===== src/rtl/yd_wb_queue.sv =====
// rtl/yd_wb_queue.sv - in-order write-back queue driving the register file's two write ports.
// Defining YD_WBQ_FWD_EN adds chk_data0/chk_data1 forwarding outputs.
module yd_wb_queue #(
  parameter int DEPTH = 4
) (
  input  logic                         clk,
  input  logic                         rst_n,
  input  logic                         a_valid,
  output logic                         a_ready,
  input  logic [3:0]                   a_addr,
  input  logic [15:0]                  a_data,
  input  logic                         b_valid,
  output logic                         b_ready,
  input  logic [3:0]                   b_addr,
  input  logic [15:0]                  b_data,
  output logic [3:0]                   waddr0,
  output logic [15:0]                  din0,
  output logic                         we0,
  output logic [3:0]                   waddr1,
  output logic [15:0]                  din1,
  output logic                         we1,
  output logic                         pc_wr,
  input  logic [3:0]                   chk_addr0,
  output logic                         chk_busy0,
  input  logic [3:0]                   chk_addr1,
  output logic                         chk_busy1,
`ifdef YD_WBQ_FWD_EN
  output logic [15:0]                  chk_data0,
  output logic [15:0]                  chk_data1,
`endif
  output logic                         empty,
  output logic [$clog2(DEPTH+1)-1:0]   count
);

  localparam int PW = $clog2(DEPTH);
  localparam int CW = $clog2(DEPTH+1);
  localparam logic [CW-1:0] DEPTH_C = CW'(DEPTH);
  localparam logic [3:0] ADDR_ZE = 4'd0;
  localparam logic [3:0] ADDR_PC = 4'd15;

  logic [3:0]    addr_q [DEPTH];
  logic [15:0]   data_q [DEPTH];
  logic [PW-1:0] rd_ptr_q, rd_ptr_d;
  logic [PW-1:0] wr_ptr_q, wr_ptr_d;
  logic [CW-1:0] count_q, count_d;

  logic [CW-1:0] free_w;
  logic          a_push, b_push;
  logic [PW-1:0] b_idx;
  logic [CW-1:0] n_pop;
  logic          h_pc, single;

  // Entries re-indexed by age: slot 0 is the head.
  logic [3:0]    ord_addr [DEPTH];
  logic [15:0]   ord_data [DEPTH];

  always_comb begin
    for (int k = 0; k < DEPTH; k++) begin
      ord_addr[k] = addr_q[rd_ptr_q + PW'(k)];
      ord_data[k] = data_q[rd_ptr_q + PW'(k)];
    end
  end

  // Ready looks only at the registered count, never at this cycle's pops.
  assign free_w  = DEPTH_C - count_q;
  assign a_ready = (free_w >= CW'(1));
  assign b_ready = (free_w >= CW'(2)) | ((free_w >= CW'(1)) & ~a_valid);

  assign a_push = a_valid & a_ready & (a_addr != ADDR_ZE);
  assign b_push = b_valid & b_ready & (b_addr != ADDR_ZE);
  assign b_idx  = wr_ptr_q + PW'(a_push);

  assign h_pc   = (ord_addr[0] == ADDR_PC);
  assign single = (count_q == CW'(1)) | (ord_addr[1] == ADDR_PC);

  always_comb begin
    waddr0 = '0;
    din0   = '0;
    we0    = 1'b0;
    waddr1 = '0;
    din1   = '0;
    we1    = 1'b0;
    pc_wr  = 1'b0;
    n_pop  = '0;
    if (count_q != '0) begin
      we0 = 1'b1;
      if (h_pc || single) begin
        waddr0 = ord_addr[0];
        din0   = ord_data[0];
        pc_wr  = h_pc;
        n_pop  = CW'(1);
      end else if (ord_addr[0] == ord_addr[1]) begin
        // Younger value wins; the older write is dropped entirely.
        waddr0 = ord_addr[1];
        din0   = ord_data[1];
        n_pop  = CW'(2);
      end else begin
        waddr0 = ord_addr[0];
        din0   = ord_data[0];
        waddr1 = ord_addr[1];
        din1   = ord_data[1];
        we1    = 1'b1;
        n_pop  = CW'(2);
      end
    end
  end

  always_comb begin
    chk_busy0 = 1'b0;
    chk_busy1 = 1'b0;
`ifdef YD_WBQ_FWD_EN
    chk_data0 = '0;
    chk_data1 = '0;
`endif
    // Ascending age scan, so the last match is the youngest entry.
    for (int k = 0; k < DEPTH; k++) begin
      if ((CW'(k) < count_q) && (CW'(k) >= n_pop)) begin
        if ((chk_addr0 != ADDR_ZE) && (ord_addr[k] == chk_addr0)) begin
          chk_busy0 = 1'b1;
`ifdef YD_WBQ_FWD_EN
          chk_data0 = ord_data[k];
`endif
        end
        if ((chk_addr1 != ADDR_ZE) && (ord_addr[k] == chk_addr1)) begin
          chk_busy1 = 1'b1;
`ifdef YD_WBQ_FWD_EN
          chk_data1 = ord_data[k];
`endif
        end
      end
    end
  end

  assign rd_ptr_d = rd_ptr_q + PW'(n_pop);
  assign wr_ptr_d = wr_ptr_q + PW'(a_push) + PW'(b_push);
  assign count_d  = count_q + CW'(a_push) + CW'(b_push) - n_pop;

  always_ff @(posedge clk) begin
    if (!rst_n) begin
      rd_ptr_q <= '0;
      wr_ptr_q <= '0;
      count_q  <= '0;
      for (int k = 0; k < DEPTH; k++) begin
        addr_q[k] <= '0;
        data_q[k] <= '0;
      end
    end else begin
      if (a_push) begin
        addr_q[wr_ptr_q] <= a_addr;
        data_q[wr_ptr_q] <= a_data;
      end
      if (b_push) begin
        addr_q[b_idx] <= b_addr;
        data_q[b_idx] <= b_data;
      end
      rd_ptr_q <= rd_ptr_d;
      wr_ptr_q <= wr_ptr_d;
      count_q  <= count_d;
    end
  end

  assign empty = (count_q == '0);
  assign count = count_q;

endmodule


===== config.mk =====
export PLATFORM = sky130hd
export DESIGN_NAME = yd_wb_queue
export DESIGN_NICKNAME = d
export VERILOG_FILES = /design/src/rtl/yd_wb_queue.sv
export SDC_FILE = /design/constraint.sdc
export NUM_CORES = 1
export LEC_CHECK = 0
export ABC_CLOCK_PERIOD_IN_PS = 5900
export CORE_MARGIN = 5
export CORE_UTILIZATION = 30
export DETAILED_ROUTE_END_ITERATION = 8
export HOLD_SLACK_MARGIN = 0.03
export SLEW_MARGIN = 30
export SYNTH_ARGS = -nofsm -noshare
export SYNTH_HDL_FRONTEND = slang
export SYNTH_SLANG_ARGS = --single-unit

===== constraint.sdc =====
create_clock -name clk -period 5.9 [get_ports clk]
set_input_delay 1.18 -clock clk [delete_from_list [all_inputs] [get_ports clk]]
set_output_delay 1.18 -clock clk [all_outputs]
set_load 0.05 [all_outputs]

# After elaboration in Yosys (flattened, before gate mapping)
# Memory sizes are Yosys's and may differ from the RTL's. A register that Yosys moved wholly into a read port is not among the register bits.
# Index checks and enable logic that the tools add are counted.
[totals] elab_cells=125 latch_bits=0 register_bits=7 memories=2 in_bits=52 ramBits=80 romBits=0 out_inout_bits=51
[op_classes] n_bitwise=8 shift=0 muxes=57 n_eq_ne=12 div_mod_pow=0 addsub=10 multipliers=0 n_reduce_logical=23 magnitude_cmp=10
[memory_table] name="data_q" words=4 word_bits=16 read_ports=2 rd_ports_with_merged_regs=1 wr=4 line_no="42" text="logic [15:0] data_q [DEPTH];"
[memory_table] name="addr_q" words=4 word_bits=4 read_ports=4 rd_ports_with_merged_regs=1 wr=4 line_no="41" text="logic [3:0] addr_q [DEPTH];"
[ops] cell="16-bit two-way mux" count=8
[ops] cell="4-bit == test" count=9
[ops] cell="1-bit two-way mux" count=33
[ops] cell="4-bit two-way mux" count=8
[ops] cell="16-bit OR reduction" count=2
[ops] cell="2-bit two-way mux" count=8
[ops] cell="4-bit nonzero test" count=4
[ops] cell="1-bit logical AND" count=12
[ops] cell="4-bit == test, second input constant" count=2
[ops] cell="4-bit OR reduction" count=2
[ops] cell="3-bit by 1-bit adder with 3-bit output" count=2
[ops] cell="1-bit by 3-bit >= comparator with 1-bit output, first input constant" count=2
[ops] cell="2-bit by 3-bit >= comparator with 1-bit output, first input constant" count=2
[ops] cell="1-bit by 3-bit less-than comparator with 1-bit output, first input constant" count=2
[ops] cell="2-bit by 3-bit less-than comparator with 1-bit output, first input constant" count=2
[ops] cell="1-bit AND" count=5
[ops] cell="2-bit by 1-bit adder with 2-bit output" count=2
[ops] cell="2-bit adder, second input constant" count=2
[ops] cell="3-bit by 1-bit == test with 1-bit output, second input constant" count=1
[ops] cell="3-bit by 1-bit >= comparator with 1-bit output, second input constant" count=1
[ops] cell="3-bit by 2-bit >= comparator with 1-bit output, second input constant" count=1
[ops] cell="3-bit zero test" count=1
[ops] cell="3-bit nonzero test" count=1
[ops] cell="3-bit subtractor" count=1
[ops] cell="other kinds (6)" count=7

# Depth between registers and ports, before layout
# Gate-level depths: netlist of run 1.
# An unclocked memory read counts as a cell.
[logic_depth] depth_word=16 depth_mapped=14 ltp_nobuf=13

# Least setup slack after synthesis of run 1
# No wires, ideal clock.
[synth_path] path_kind="register to register" from="register count_q[0], in the netlist count[0]" to="memory addr_q[0][0] (enable)" t_arrival_ns=4.650 n_path_buf=1 setup_time_ns=0.469 required_ns=5.431 stages_incl_launch_ff=9 synth_period_minus_slack_ns=5.118 slack_ns=0.782 path_cell_list="dfxtp_1 > inv_1 > ha_1 > ha_1 > or4b_2 > and3_1 > clkbuf_1 > inv_1 > o311ai_0"
[synth_lines] element="start, declared" line_no="45" text="logic [CW-1:0] count_q, count_d;"
[synth_lines] element="start signal, assigned" line_no="158" text="count_q <= count_d;"
[synth_lines] element="end, declared" line_no="41"

# Final worst setup path of run 1
[layout_path] from="input port chk_addr1[0]" to="output port chk_busy1"
[layout_between] elab_chain_cells=10 word_cells_on_any_way=17 cone_classes="eq/ne (4); mux (8); reduce/logical (5)"
[layout_lines] element="start, declared" line_no="25" text="input logic [3:0] chk_addr1,"
[layout_lines] element="4-bit == test / 4-bit nonzero test (equally long branches)" line_no="124" text="if ((chk_addr1 != ADDR_ZE) && (ord_addr[k] == chk_addr1)) begin"
[layout_lines] element="1-bit logical AND" line_no="124"
[layout_lines] element="1-bit two-way mux" line_no="124"
[layout_lines] element="1-bit two-way mux" line_no="117" text="if ((CW'(k) < count_q) && (CW'(k) >= n_pop)) begin"
[layout_lines] element="1-bit two-way mux" line_no="124"
[layout_lines] element="1-bit two-way mux" line_no="117"
[layout_lines] element="1-bit two-way mux" line_no="124"
[layout_lines] element="1-bit two-way mux" line_no="117"
[layout_lines] element="1-bit two-way mux" line_no="124"
[layout_lines] element="1-bit two-way mux (*)" line_no="117"
[layout_lines] element="end, declared" line_no="26" text="output logic chk_busy1,"
# Every way passes the cells marked *; elsewhere a longest branch is shown, timed or not.

==> flow_metrics.env, run 1 <==
export IMPL_ir_drop_mv=0.209
export IMPL_synth_cells=593
export IMPL_wl_per_cell_um=19.0
export IMPL_max_cap_violations=0
export IMPL_rows=53
export IMPL_critPathRequiredTime_ns=4.72
export IMPL_vias_per_cell=5.23
export IMPL_clkSinkCount=87
export IMPL_port_buffer_count=102
export IMPL_cts_resized_gates=0
export IMPL_wl_um=18100
export IMPL_synth_top_cell_by_area="edfxtp_1"
export IMPL_setup_tns_ns=0
export IMPL_fin_crit_sh_pct=87.2
export IMPL_rsz0062_at_grt="no"
export IMPL_synth_seq_cells=87
export IMPL_hold_class="register to register"
export IMPL_die_area_um2=24200
export IMPL_worst_pin_slew_ns=1.01
export IMPL_setup_viol=0
export IMPL_cts_hold_buffers=0
export IMPL_crit_type="primary input to primary output"
export IMPL_synth_edf_count=80
export IMPL_avgSynthCellArea_um2=10.7
export IMPL_cts_tree="yes"
export IMPL_mostFrequentLayoutCell="clkdlybuf4s50_1"
export IMPL_hold_viol=0
export IMPL_syn2layout_area_growth_pct=25.1
export IMPL_fillerInstances=2059
export IMPL_power_density_nw_per_um2=606
export IMPL_yosysWarnings=0
export IMPL_syn_area_um2=6350
export IMPL_finalClockSkew_ns=0.00429
export IMPL_hpwl_um=13000
export IMPL_gp_congestion=0.870
export IMPL_grt_pass1_wl_um=27600
export IMPL_period_minus_slack_ns=5.14
export IMPL_grt_max_degree=48
export IMPL_async_flop_share_pct=0
export IMPL_num_vias=4973
export IMPL_clock_latency_ns=0.34
export IMPL_grt_pass1_vias=4854
export IMPL_critPathCaptureType="primary output"
export IMPL_finalNetCount=733
export IMPL_cts_root_buf="clkbuf_16"
export IMPL_path_max_fanout=6
export IMPL_ios=103
export IMPL_run_status="complete, no violations"
export IMPL_holdWs_ns=0.826
export IMPL_slew_headroom_pct=32.1
export IMPL_core_um2=21000
export IMPL_dieHeight_um=155
export IMPL_antenna_cells=0
export IMPL_start_util_pct=30.3
export IMPL_fmax_mhz=194
export IMPL_final_cell_mix="102 x clkdlybuf4s50_1, 80 x a22o_1, 80 x edfxtp_1"
export IMPL_cts_htree_levels=3
export IMPL_start_kind="primary input"
export IMPL_cp_arrival_ns=3.96
export IMPL_synth_net_count=656
export IMPL_grt_overflow=0
export IMPL_dr_pass1_iters=5
export IMPL_dieWidth_um=155
export IMPL_route_detailed_drc=0
export IMPL_ant_nets=0
export IMPL_seq_area_frac_synth_pct=40.0
export IMPL_clockBufferDepth=2
export IMPL_grtUsageTotal_pct=14.7
export IMPL_fin_util_pct=37.9
export IMPL_finalPower_w=0.00481
export IMPL_ys_types=47
export IMPL_synthFlopType="edfxtp_1"
export IMPL_cts_setup_buffers=0
export IMPL_antenna_found_initial=0
export IMPL_synth_area_leaders="edfxtp_1 38%, a22o_1 11%, mux2i_1 6.9%, mux2_2 6.0%, nor2_1 4.0%"
export IMPL_leakage_nw=2.91
export IMPL_drive_gt1_share_pct=13.5
export IMPL_cts_buffers=9
export IMPL_synth_top_area_share_pct=37.8
export IMPL_drt_iter0_drc=332
export IMPL_report_final_slew_viol_count=0
export IMPL_path_clk_slew_ns=0.06
report_power, final:
group / total [W] / switching, W / internal (W)
clock: 0.000574 / 0.000242 / 0.000331
combinational: 0.00312 / 0.00194 / 0.00118
sequential: 0.00112 / 0.000215 / 0.000905
registers in the layout (all words and copies together), names as in the netlist:
register,count
addr_q,16
data_q,64
rd_ptr_q,2
count,3
wr_ptr_q,2
synth_stat cells (all sizes together), types with 2 or more instances:
cell    count
fa          2
and2       11
nor4        6
ha          9
o21ai      20
nand2      24
mux2       34
xnor2      29
and3        6
or4         5
edfxtp     80
nor3       10
nand3       8
buf        19
a22o       80
o311ai      2
clkbuf     34
nand3b      2
mux2i      44
dfxtp       7
xor2       28
a21oi      19
mux4       12
inv        12
nand4b      3
nand4       5
nor3b       3
nor2       68
kinds of logic (layout without fill, tap and decap cells):
logic type	count (synthesis)	in the layout	synth area share [%]
flip-flops	87	87	40.0
buffers and inverters	65	147	4.67
AO/OA/AOI/OAI	127	127	15.2
AND/OR/NAND/NOR	156	156	12.4
adder cells (fa/ha/maj)	11	11	2.40
XOR/XNOR	57	57	7.86
multiplexers	90	90	17.5
metrics by stage:
step	setup slack, ns	std cells	area, um^2
5_1_grt	0.514	950	7940
3_3_place_gp	0.757	934	7640
6_report	0.755	950	7940
4_1_cts	0.435	950	7940
3_5_place_dp	0.753	934	7640
2_1_floorplan	0.782	593	6350
layout make-up:
type	count	area, um^2	area share, %
well taps	275	344	4.33
multi-input cells	441	3550	44.8
inverters	12	45.0	0.567
clock inverters	6	68.8	0.867
repair buffers	119	1150	14.5
clock buffers	10	229	2.88
flip-flops and latches	87	2550	32.1
critical path, cell delays in order:
cell and delay (ns):
clkdlybuf4s50_1 0.56, or4_1 0.65, nor3b_1 0.17, a21oi_1 0.12, nor3_1 0.06, or4_1 0.51
clkdlybuf4s50_1 0.71
path summary, 6_finish.rpt:
kind | cells past startpoint | from | to | slack, ns
setup / recovery | 7 | chk_addr1[0] | chk_busy1 | 0.76
hold / removal | 3 | count[0]$_SDFF_PN0_ | count[0]$_SDFF_PN0_ | 0.83
setup reg to reg | 12 | count[0]$_SDFF_PN0_ | data_q[3][8]$_DFFE_PP_ | 1.52
hold reg to reg | 3 | count[0]$_SDFF_PN0_ | count[0]$_SDFF_PN0_ | 0.83
routing by layer:
| metal | track usage (%) | routed length (um) | share of wire, % | up-vias |
|---|---|---|---|---|
| li1 | - | - | - | 2391 |
| met1 | 19.0 | 7780 | 43 | 2393 |
| met2 | 24.9 | 8930 | 49 | 162 |
| met3 | 2.81 | 1060 | 5.9 | 27 |
| met4 | 4.84 | 321 | 1.8 | 0 |
| met5 | 0 | 0 | 0 | - |
No activity file was read; power rests on OpenSTA's default activity.
==> run 2, diff against run 1 <==
--- a/config.mk
+++ b/config.mk
@@ -10,7 +10,7 @@
 export CORE_UTILIZATION = 30
 export DETAILED_ROUTE_END_ITERATION = 8
 export HOLD_SLACK_MARGIN = 0.03
-export SLEW_MARGIN = 30
+export SLEW_MARGIN = 20
 export SYNTH_ARGS = -nofsm -noshare
 export SYNTH_HDL_FRONTEND = slang
 export SYNTH_SLANG_ARGS = --single-unit
==> flow_metrics.env, run 2 (same netlist as run 1, synthesis figures left out) <==
export IMPL_run_status="complete, no violations"
export IMPL_wl_per_cell_um=19.0
export IMPL_fmax_mhz=185
export IMPL_power_density_nw_per_um2=607
export IMPL_combPwrFrac_pct=64.8
export IMPL_hold_viol=0
export IMPL_hold_class="register to register"
export IMPL_largest_reg_flops=64
export IMPL_core_um2=21000
export IMPL_port_buffer_count=102
export IMPL_worst_pin_slew_ns=1.01
export IMPL_clock_latency_ns=0.34
export IMPL_leakage_nw=2.91
export IMPL_antenna_found_initial=0
export IMPL_slew_headroom_pct=32.1
export IMPL_regMostFlops="data_q"
export IMPL_cts_tree="yes"
export IMPL_max_cap_violations=0
export IMPL_grt_max_degree=48
export IMPL_start_util_pct=30.3
export IMPL_finalNetCount=733
export IMPL_grt_pass1_wl_um=27600
export IMPL_cts_htree_levels=3
export IMPL_syn2layout_area_growth_pct=25.0
export IMPL_setup_viol=0
export IMPL_num_vias=4973
export IMPL_clockBufferDepth=2
export IMPL_ir_drop_mv=0.209
export IMPL_final_cell_mix="102 x clkdlybuf4s50_1, 80 x a22o_1, 80 x edfxtp_1"
export IMPL_route_detailed_drc=0
export IMPL_critPathRequiredTime_ns=4.72
export IMPL_finalClockSkew_ns=0.00428
export IMPL_cts_setup_buffers=0
export IMPL_cp_arrival_ns=4.22
export IMPL_dr_pass1_iters=5
export IMPL_gp_congestion=0.870
export IMPL_p_seq_share_pct=23.2
export IMPL_path_max_fanout=47
export IMPL_ant_nets=0
export IMPL_die_area_um2=24200
export IMPL_finalPower_w=0.00481
export IMPL_critPathCaptureType="primary output"
export IMPL_cts_root_buf="clkbuf_16"
export IMPL_fin_crit_sh_pct=91.5
export IMPL_grtUsageTotal_pct=14.7
export IMPL_crit_type="register to primary output"
export IMPL_rsz0062_at_grt="no"
export IMPL_p_int_w=0.00242
export IMPL_start_kind="register"
export IMPL_drive_gt1_share_pct=13.5
export IMPL_cts_buffers=9
export IMPL_path_cells="mux4_1 -> nand4_2 -> and3_1 -> and2_1 -> nand2_2 -> nor2_1 -> clkdlybuf4s50_1"
export IMPL_mostFrequentLayoutCell="clkdlybuf4s50_1"
export IMPL_grt_overflow=0
export IMPL_fillerInstances=2060
export IMPL_dieWidth_um=155
export IMPL_power_switching_w=0.00239
export IMPL_hpwl_um=13000
export IMPL_antenna_cells=0
export IMPL_setup_tns_ns=0
export IMPL_vias_per_cell=5.23
export IMPL_grt_pass1_vias=4854
export IMPL_critPathSlowestCell="dfxtp_2"
export IMPL_wl_um=18100
export IMPL_cts_hold_buffers=0
export IMPL_rows=53
export IMPL_dieHeight_um=155
export IMPL_drt_iter0_drc=332
export IMPL_slowest_delay_ns=0.98
export IMPL_cts_resized_gates=0
export IMPL_clkSinkCount=87
export IMPL_period_minus_slack_ns=5.40
export IMPL_report_final_slew_viol_count=0
export IMPL_clkPwrFrac_pct=11.9
export IMPL_p_sw_share_pct=49.7
export IMPL_ios=103
export IMPL_path_clk_slew_ns=0.06
## run 2: changes by cell type in the layout (fill, tap and decap cells not counted)
cell	previous run	this run
dfxtp_2	0	1
dfxtp_4	2	1
## run 2: stage by stage
| stage | instances | instance area, um^2 | setup WS [ns] | hold slack [ns] | utilization (%) |
|---|---|---|---|---|---|
| final | 950 | 7940 | 0.502 | 0.826 | 37.9 |
| after global routing | 950 | 7940 | 0.177 | 0.911 | 37.9 |
| after global placement | 934 | 7640 | 0.757 | 0.794 | 36.5 |
| after floorplan | 593 | 6350 | 0.782 | 0.580 | - |
| after detailed placement | 934 | 7640 | 0.753 | 0.819 | 36.5 |
| after CTS | 950 | 7940 | 0.435 | 0.827 | 37.9 |
## run 2: worst paths after layout
| kind | from | endpoint | slack, ns | depth (start not counted) |
|---|---|---|---|---|
| worst max-delay path | rd_ptr_q[0]$_SDFF_PN0_ | din1[14] | 0.50 | 7 |
| worst min-delay path | count[0]$_SDFF_PN0_ | count[0]$_SDFF_PN0_ | 0.83 | 3 |
| worst max register to register | count[0]$_SDFF_PN0_ | data_q[3][8]$_DFFE_PP_ | 1.52 | 12 |
| worst min register to register | count[0]$_SDFF_PN0_ | count[0]$_SDFF_PN0_ | 0.83 | 3 |
## run 2: worst max-delay path, delay by kind of cell (launching register included)
kind	cells	cell delay, ns
multiplexers	1	0.80
flip-flops	1	0.98
buffers and inverters	1	0.86
AND/OR/NAND/NOR	5	1.22
## run 2: metal layers
layer	GRT usage (%)	wire length, um	vias to the layer above
met2	24.9	8930	162
met3	2.81	1060	27
met5	0	0	-
met1	19.0	7790	2393
met4	4.84	321	0
li1	-	-	2391
## run 2: power groups by stage
stage	sequential [W]	combinational (W)	clock, W
floorplan	0.00103	0.00233	0
CTS	0.00112	0.00315	0.000582
global route	0.00115	0.00335	0.000604
finish	0.00112	0.00312	0.000574
detailed placement	0.00113	0.00315	0
global placement	0.00112	0.00312	0
## run 2: cell type report
| class | instances | area [um^2] | area share, % |
|---|---|---|---|
| multi-input combinational | 441 | 3550 | 44.8 |
| clock buffer | 10 | 229 | 2.88 |
| timing repair buffer | 119 | 1150 | 14.5 |
| inverter | 12 | 45.0 | 0.567 |
| sequential | 87 | 2550 | 32.1 |
| clock inverter | 6 | 68.8 | 0.867 |
| tap | 275 | 344 | 4.33 |
==> run 3, diff against run 2 <==
--- a/config.mk
+++ b/config.mk
@@ -10,6 +10,7 @@
 export CORE_UTILIZATION = 30
 export DETAILED_ROUTE_END_ITERATION = 8
 export HOLD_SLACK_MARGIN = 0.03
+export PLACE_DENSITY = 0.54
 export SLEW_MARGIN = 20
 export SYNTH_ARGS = -nofsm -noshare
 export SYNTH_HDL_FRONTEND = slang
==> flow_metrics.env, run 3 (same netlist as run 1, synthesis figures left out) <==
export IMPL_hold_class="register to register"
export IMPL_finalClockSkew_ns=0.00806
export IMPL_port_buffer_count=102
export IMPL_grtUsageTotal_pct=14.8
export IMPL_cts_resized_gates=0
export IMPL_clkPwrFrac_pct=12.7
export IMPL_final_cell_mix="102 x clkdlybuf4s50_1, 80 x a22o_1, 80 x edfxtp_1"
export IMPL_drt_iter0_drc=283
export IMPL_antenna_found_initial=0
export IMPL_setup_tns_ns=0
export IMPL_grt_overflow=0
export IMPL_start_kind="register"
export IMPL_wl_per_cell_um=19.3
export IMPL_dpl_worst_slack_ns=0.749
export IMPL_dieHeight_um=155
export IMPL_p_int_w=0.00246
export IMPL_grt_pass1_wl_um=28000
export IMPL_crit_buf_inv=1
export IMPL_cts_tree="yes"
export IMPL_dpl_cell_area_um2=7620
export IMPL_fin_crit_sh_pct=91.9
export IMPL_die_area_um2=24200
export IMPL_cts_htree_levels=3
export IMPL_cts_root_buf="clkbuf_16"
export IMPL_ios=103
export IMPL_worst_pin_slew_ns=1.10
export IMPL_ant_nets=0
export IMPL_path_delay_family="simple AND/OR/NAND/NOR gates"
export IMPL_num_vias=4997
export IMPL_fin_ws_ns=0.480
export IMPL_dieWidth_um=155
export IMPL_hpwl_um=12900
export IMPL_ir_drop_mv=0.285
export IMPL_route_detailed_drc=0
export IMPL_vias_per_cell=5.28
export IMPL_power_density_nw_per_um2=612
export IMPL_fin_cells=947
export IMPL_core_um2=21000
export IMPL_dr_pass1_iters=4
export IMPL_p_sw_share_pct=49.5
export IMPL_path_max_fanout=92
export IMPL_hold_viol=0
export IMPL_crit_type="register to primary output"
export IMPL_drive_gt1_share_pct=13.1
export IMPL_p_seq_share_pct=23.8
export IMPL_path_clk_slew_ns=0.06
export IMPL_fmax_mhz=184
export IMPL_rsz0062_at_grt="no"
export IMPL_syn2layout_area_growth_pct=25.1
export IMPL_grt_pass1_vias=5111
export IMPL_antenna_cells=0
export IMPL_final_area_um2=7940
export IMPL_critPathCaptureType="primary output"
export IMPL_placedCellCount=931
export IMPL_cts_hold_buffers=0
export IMPL_regMostFlops="data_q"
export IMPL_start_util_pct=30.3
export IMPL_run_status="complete, no violations"
export IMPL_grt_max_degree=93
export IMPL_power_switching_w=0.00240
export IMPL_finalNetCount=730
export IMPL_clock_latency_ns=0.34
export IMPL_report_final_slew_viol_count=0
export IMPL_setup_viol=0
export IMPL_cp_arrival_ns=4.24
export IMPL_period_minus_slack_ns=5.42
export IMPL_clkSinkCount=87
export IMPL_rows=53
export IMPL_combPwrFrac_pct=63.5
export IMPL_slew_headroom_pct=26.7
export IMPL_mostFrequentLayoutCell="clkdlybuf4s50_1"
export IMPL_largest_reg_flops=64
export IMPL_leakage_nw=2.90
export IMPL_wl_um=18300
export IMPL_cts_buffers=9
export IMPL_max_cap_violations=0
export IMPL_gp_congestion=0.878
export IMPL_clockBufferDepth=2
export IMPL_critPathRequiredTime_ns=4.72
export IMPL_fillerInstances=2097
export IMPL_slowest_delay_ns=0.97
export IMPL_cts_setup_buffers=0
export IMPL_critPathSlowestCell="dfxtp_4"
export IMPL_path_cells="mux4_1 -> nand4_2 -> and3_1 -> and2_1 -> nand2_2 -> nor2_1 -> clkdlybuf4s50_1"
==> run 3: power groups by stage <==
| stage | sequential [W] | combinational, W | clock (W) |
|---|---|---|---|
| after global placement | 0.00116 | 0.00307 | 0 |
| after floorplan | 0.00103 | 0.00233 | 0 |
| after global routing | 0.00120 | 0.00330 | 0.000648 |
| after detailed placement | 0.00118 | 0.00310 | 0 |
| after CTS | 0.00116 | 0.00311 | 0.000628 |
| final | 0.00116 | 0.00308 | 0.000617 |
==> run 3: layout make-up <==
cell class,count,area [um^2],area share (%)
flip-flops and latches,87,2550,32.1
well taps,275,344,4.33
multi-input cells,441,3560,44.8
inverters,12,45.0,0.567
clock buffers,9,225,2.84
repair buffers,116,1130,14.2
clock inverters,7,93.8,1.18
==> run 3: routing by layer <==
| layer | track usage, % | wire length [um] | up-vias |
|---|---|---|---|
| li1 | - | - | 2376 |
| met1 | 18.0 | 7480 | 2461 |
| met2 | 27.2 | 9510 | 138 |
| met3 | 2.11 | 1020 | 22 |
| met4 | 4.50 | 286 | 0 |
| met5 | 0 | 0 | - |
==> run 3: through the flow <==
stage | hold WS [ns] | util, % | power (W)
6_report | 0.846 | 37.9 | 0.00486
5_1_grt | 0.880 | 37.9 | 0.00514
4_1_cts | 0.855 | 37.9 | 0.00490
3_5_place_dp | 0.845 | 36.4 | 0.00427
3_3_place_gp | 0.797 | 36.4 | 0.00423
2_1_floorplan | 0.580 | - | 0.00336
==> run 3: tightest hold or removal path, stage by stage (launching register included) <==
cell,delay [ns]
dfxtp_1,0.36
inv_1,0.20
fa_1,0.20
nor2b_1,0.04
==> run 3: path summary, 6_finish.rpt <==
kind | from | endpoint | slack [ns] | cells past startpoint
worst max-delay path | rd_ptr_q[0]$_SDFF_PN0_ | din1[14] | 0.48 | 7
worst min-delay path | count[0]$_SDFF_PN0_ | count[0]$_SDFF_PN0_ | 0.85 | 3
worst max register to register | count[0]$_SDFF_PN0_ | data_q[3][13]$_DFFE_PP_ | 1.78 | 11
worst min register to register | count[0]$_SDFF_PN0_ | count[0]$_SDFF_PN0_ | 0.85 | 3
